## config.mk

```make
export PLATFORM = sky130hd
export DESIGN_NAME = seq_detector_param
export DESIGN_NICKNAME = d
export VERILOG_FILES = /design/src/rtl/seq_detector_param.sv
export SDC_FILE = /design/constraint.sdc
export NUM_CORES = 1
export LEC_CHECK = 0
export ABC_AREA = 1
export CAP_MARGIN = 20
export CORE_MARGIN = 2
export CORE_UTILIZATION = 40
export CTS_CLUSTER_DIAMETER = 150
export CTS_CLUSTER_SIZE = 30
export DETAILED_ROUTE_END_ITERATION = 8
export DONT_BUFFER_PORTS = 1
export SETUP_SLACK_MARGIN = 0.02
export SLEW_MARGIN = 20
export SYNTH_ARGS = -nofsm -noshare
export SYNTH_HDL_FRONTEND = slang
export SYNTH_SLANG_ARGS = --single-unit
```

## constraint.sdc

```tcl
create_clock -name clock -period 1.3 [get_ports clock]
set_input_delay 0.26 -clock clock [delete_from_list [all_inputs] [get_ports clock]]
set_output_delay 0.26 -clock clock [all_outputs]
set_load 0.1 [all_outputs]
```

## src/rtl/seq_detector_param.sv

```systemverilog
// seq_detector_param
// Serial pattern detector. One bit is accepted per cycle when x_valid is high,
// and the newest PAT_W accepted bits are compared with a pattern that can be
// reloaded at run time. Each match produces a one-cycle y_out pulse and
// advances a saturating match counter. Detection can be overlapping or
// non-overlapping.
module seq_detector_param #(
   parameter int                 PAT_W     = 4,
   parameter int                 CNT_W     = 8,
   parameter bit                 OVERLAP   = 1'b1,
   parameter logic [PAT_W-1:0]   PAT_RESET = PAT_W'(4'b1011)
) (
   input  logic              clock,
   input  logic              reset,
   input  logic              x_in,
   input  logic              x_valid,
   input  logic [PAT_W-1:0]  pattern,
   input  logic              load_pat,
   input  logic              cnt_clr,
   output logic              y_out,
   output logic              armed,
   output logic [CNT_W-1:0]  match_cnt,
   output logic              cnt_sat
);

   // Only the PAT_W-1 older bits are stored. The newest bit is taken directly
   // from x_in when the comparison is made.
   localparam int                HIST_W   = PAT_W - 1;
   localparam int                FILL_W   = $clog2(PAT_W);
   localparam logic [FILL_W-1:0] FILL_MAX = FILL_W'(PAT_W - 1);

   typedef enum logic [1:0] {
      EMPTY = 2'd0,
      FILL  = 2'd1,
      ARMED = 2'd2
   } state_t;

   state_t              state, state_next;
   logic [HIST_W-1:0]   hist, hist_next;
   logic [FILL_W-1:0]   fill, fill_next;
   logic [PAT_W-1:0]    pat_reg;
   logic [PAT_W-1:0]    window;
   logic [CNT_W-1:0]    cnt_next;
   logic                sat_next;
   logic                match;

   // Candidate window: the stored history with the current bit appended as
   // the newest (least significant) bit.
   assign window = {hist, x_in};

   // A pattern load discards the bit offered in the same cycle, so no match
   // can be reported in that cycle.
   assign match = x_valid & ~load_pat & (state == ARMED) & (window == pat_reg);

   // Next-state logic for the window, fill level and FSM state.
   always_comb begin
      // NOTE: every signal gets a default first, so no path leaves it unassigned and no latch is inferred.
      hist_next  = hist;
      fill_next  = fill;
      state_next = state;
      if (load_pat) begin
         hist_next  = '0;
         fill_next  = '0;
         state_next = EMPTY;
      end else if (x_valid) begin
         hist_next  = window[HIST_W-1:0];
         fill_next  = (fill == FILL_MAX) ? fill : fill + 1'b1;
         state_next = (fill_next == FILL_MAX) ? ARMED : FILL;
         if (match && (OVERLAP == 1'b0)) begin
            hist_next  = '0;
            fill_next  = '0;
            state_next = EMPTY;
         end
      end
   end

   // Counter next value. A clear takes effect first, then a match in the
   // same cycle is counted on top of it.
   always_comb begin
      cnt_next = match_cnt;
      sat_next = cnt_sat;
      if (cnt_clr) begin
         cnt_next = match ? CNT_W'(1) : '0;
         sat_next = 1'b0;
      end else if (match) begin
         if (match_cnt == {CNT_W{1'b1}}) begin
            sat_next = 1'b1;
         end else begin
            cnt_next = match_cnt + 1'b1;
         end
      end
   end

   // State and output registers with synchronous active-low reset.
   always_ff @(posedge clock) begin
      // NOTE: sequential state uses non-blocking assignments so that all registers update together at the clock edge.
      if (!reset) begin
         state     <= EMPTY;
         hist      <= '0;
         fill      <= '0;
         pat_reg   <= PAT_RESET;
         y_out     <= 1'b0;
         armed     <= 1'b0;
         match_cnt <= '0;
         cnt_sat   <= 1'b0;
      end else begin
         state     <= state_next;
         hist      <= hist_next;
         fill      <= fill_next;
         if (load_pat) begin
            pat_reg <= pattern;
         end
         y_out     <= match;
         armed     <= (state_next == ARMED);
         match_cnt <= cnt_next;
         cnt_sat   <= sat_next;
      end
   end

endmodule

```

Yosys cells after proc, flatten, opt, wreduce, memory -nomap -nowiden:

Index checks and enable logic that the tools add are counted.

* add/subtract/negate cells: 2
* equal/unequal tests: 7
* muxes and demuxes: 8
* bitwise logic cells: 5
* reductions and logical operators: 5

Operators by type and width (number)
* $mux 8: 3
* $add 8x1->8 const B: 1
* $eq 2x2->1 const B: 4
* $eq 8x8->1 const B: 1
* $mux 2: 4
* $eq 4x4->1: 1
* $reduce_and 2->1: 2
* $reduce_or 2->1: 2
* $and 1x1->1: 3
* $add 2x1->2 const B: 1
* $ne 2x2->1 const B: 1
* $not 1->1: 2
* $reduce_bool 2->1: 1
* $mux 1: 1

* flip-flop bits (word level): 22
* input bits: 10
* output and inout port bits: 11
* word-level logic and storage cells: 35

Depth between registers and ports, before layout:

* depth after elaboration: 7
* depth in mapped cells: 10
* gate-level depth less buffers: 10

Worst setup path after synthesis:

Ideal clock, no wire load.

* path kind: register to register
* start point: reg match_cnt[0]
* end point: reg match_cnt[6]
* library setup time: 117 ps
* data arrival time: 2111 ps
* required time: 1183 ps
* setup slack: -928 ps
* cell stages (with the launch flop): 11
* buffers on the path: 0
* period minus slack after synthesis: 2228 ps
* cell sequence: dfxtp_1 ha_1 nand2_1 inv_1 nand2_1 nor2_2 nand2_2 inv_1 nand2_2 nand3_1 a21oi_2

* longest elaborated chain between the ends: 4
* elaborated cells between the ends (all ways): 7
* classes of those cells: add/sub (1); eq/ne (2); mux (3); reduce/logical (1)

RTL lines
* from (decl): line 22 `output logic [CNT_W-1:0] match_cnt,`
* from (signal assigned): line 115 `match_cnt <= cnt_next;`
* $add 8x1->8: line 89 `cnt_next = match_cnt + 1'b1;`
* $mux 8: line 86 `if (match_cnt == {CNT_W{1'b1}}) begin`
* $mux 8: line 85 `end else if (match) begin`
* $mux 8: line 82 `if (cnt_clr) begin`

Several ways; a longest one is shown, not always the timed one. The select of a mux whose other input is x is not followed.
A chain may end at the register's enable or synchronous reset.

Worst setup path in the final report:

* start point: reg match_cnt[7]
* end point: out match_cnt[7]

No word-level cell between the ends.

==> flow_summary.yaml <==
outcome:
  status: "completed"
global_route:
  busiest_layer: "met2"
  first_global_vias: 996
  grtUsageMet3_pct: 2.558
  met1_usage_pct: 16.90
  antenna_found_initial: 0
  grt_use_met2_pct: 29.41
  grt_overflow: 0
  grt_pass1_wl_mm: 3.953
  track_usage_pct: 15.39
  grt_max_degree: 13
pwr:
  powerDensity_nw_per_um2: 811.8
  ir_drop_mv: 0.7382
  static-leakage-power_uw: 0.0006701
die:
  die_area_um2: 3141
  die_x_um: 56.05
  fp.dieH_um: 56.05
  coreArea_um2: 2522
  placementRows: 18
  start_util_pct: 42.96
  ios: 21
setup_path:
  path_cells: "buf_4"
  path_delay_family: "flip-flops"
  crit_path_end_kind: "output pin"
  cp-start-kind: "register"
  worst_path_largest_cell_delay_ns: 0.41
  cp_max_fo: 4
  timing.critical_path.buf_inv: 1
  critPathSlowestCell: "dfxtp_2"
  cp.arrival_ns: 1.02
  critical_path_class: "register to output pin"
  critPathRequiredTime_ns: 1.04
synthesis:
  synth_cells: 151
  yosys_warnings: 0
  seq_area_frac_synth_pct: 40.65
  netlist_area_um2: 1084
  synth_fp_nets: 162
  ys_ff_latch: 22
  syn_avg_cell_area_um2: 7.176
  ys_types: 22
sta:
  period_share_pct: 98.62
  worstMarginPinSlew_ns: 0.2866
  hold_violations: 0
  post-route-min-period_ns: 1.282
  max_freq_ghz: 0.7800
  final_max_slew_viol_count: 0
  relSlewSlack_pct: 80.87
  rsz0062_at_grt: "true"
  clock-skew-final_ns: 0.01077
  setup_viol: 0
  tns_ns: 0
detailed_routing:
  drt_iter0_drc: 14
  route.vias.total: 992
  ant_nets: 0
  via_per_inst: 4.863
  drc: 0
  wirelength_mm: 2.294
  routedWlPerCell_um: 11.25
  firstDrtPassIters: 4
cells_and_area:
  final_cell_mix: "inv_1 (19), nand2_1 (18), buf_4 (18)"
  fin_nets: 186
  largest_reg_flops: 8
  fin_util_pct: 58.88
  area_delta_synth_final_pct: 37.07
  final_common_cell: "inv_1"
  diodes: 0
  drive_gt1_share_pct: 47.13
clock_network:
  cts_sinks: 22
  path_clk_slew_ns: 0.13
  cts_hold_buf: 0
  h-tree-depth: 1
  cts_tree: "yes"
  cts-root-to-sink-buffers: 2
  ctsRootBufferMaster: "clkbuf_4"
  cts_made_buffers: 3
  worst_skew_pair.late_latency_ns: 0.31
place:
  place_congestion: 0.7985
  hpwl_mm: 1.724
  io_buffers: 0
worst_hold_path:
  holdCritPathClass: "primary input to register"
flow_run:
  maxCapViolations: 0
metrics by stage:
step / worst slack [ns] / total power (uW) / area, um2 / cells / hold WS, ns
detailed placement: -0.05660 / 827.0 / 1315 / 198 / 0.3540
CTS: 0.009207 / 1214 / 1411 / 203 / 0.009448
global placement: -0.007184 / 824.9 / 1315 / 198 / 0.3527
floorplan: -0.2705 / 813.9 / 1154 / 151 / 0.3757
global route: -0.04550 / 1265 / 1485 / 204 / 0.0007351
finish: 0.01792 / 1206 / 1485 / 204 / 0.01796
power by group:
group	total [uW]	leakage, uW	internal (uW)	switching (uW)
combinational	131	0.000464	44.5	86.3
sequential	699	0.000186	684	15.0
clock	376	0.0000210	171	205
timing repair:
action | in CTS | in global routing
resized for setup | 14 | 21
pin swaps | 8 | 8
setup endpoints to repair | 9 | 11
buffers inserted | 1 | 1
final timing paths:
check | start | endpoint | slack (ns) | depth (start not counted)
min reg2reg | fill[0] | fill[0] | 0.46 | 1
min | x_valid | hist[2] | 0.02 | 1
max reg2reg | match_cnt[0] | match_cnt[2] | 0.02 | 10
max | match_cnt[7] | match_cnt[7] | 0.02 | 1
worst register-to-register path: cells and delay by family, from the launching register on:
kind / cells / cell delay, ns
buffers and inverters: 2 / 0.14
flip-flops: 1 / 0.38
adder cells (fa/ha/maj): 1 / 0.15
AO/OA/AOI/OAI: 1 / 0.05
AND/OR/NAND/NOR: 6 / 0.47
area by class of cell:
cell class,instances,area (um2)
Timing Repair Buffer,21,177.7
Clock buffer,4,36.28
Fill cell,251,1037
Inverter,25,98.84
Tap cell,30,37.54
Sequential cell,22,469.2
Multi-Input combinational cell,102,665.6
cell families (layout without fill, tap and decap cells):
kind of cell               after synthesis  in the layout  share of synthesized area [%]
xor gates and xnor gates                 1              1                         0.8085
DFF                                     22             22                          40.65
AOI/OAI and AO/OA                       26             26                          13.28
buffers and inverters                   27             50                          10.39
and+or+nand+nor                         74             74                          33.72
adders and majority gates                1              1                          1.155
cells in the mapped netlist (all sizes together):
cell type | n | share of area (%)
a21oi | 14 | 7.5
and2 | 1 | 0.58
buf | 2 | 1.7
dfxtp | 22 | 41
ha | 1 | 1.2
inv | 25 | 8.7
nand2 | 33 | 13
nand3 | 16 | 8.5
nor2 | 22 | 10
nor3 | 2 | 0.92
o21a | 1 | 0.69
o21ai | 11 | 5.1
xnor2 | 1 | 0.81
metal layers:
metal	wire [um]	vias up
met2	1179	11
met3	63	2
met4	10	0
li1	-	523
met1	1040	456
met5	0	-
Power figures use the tool's default switching activity.
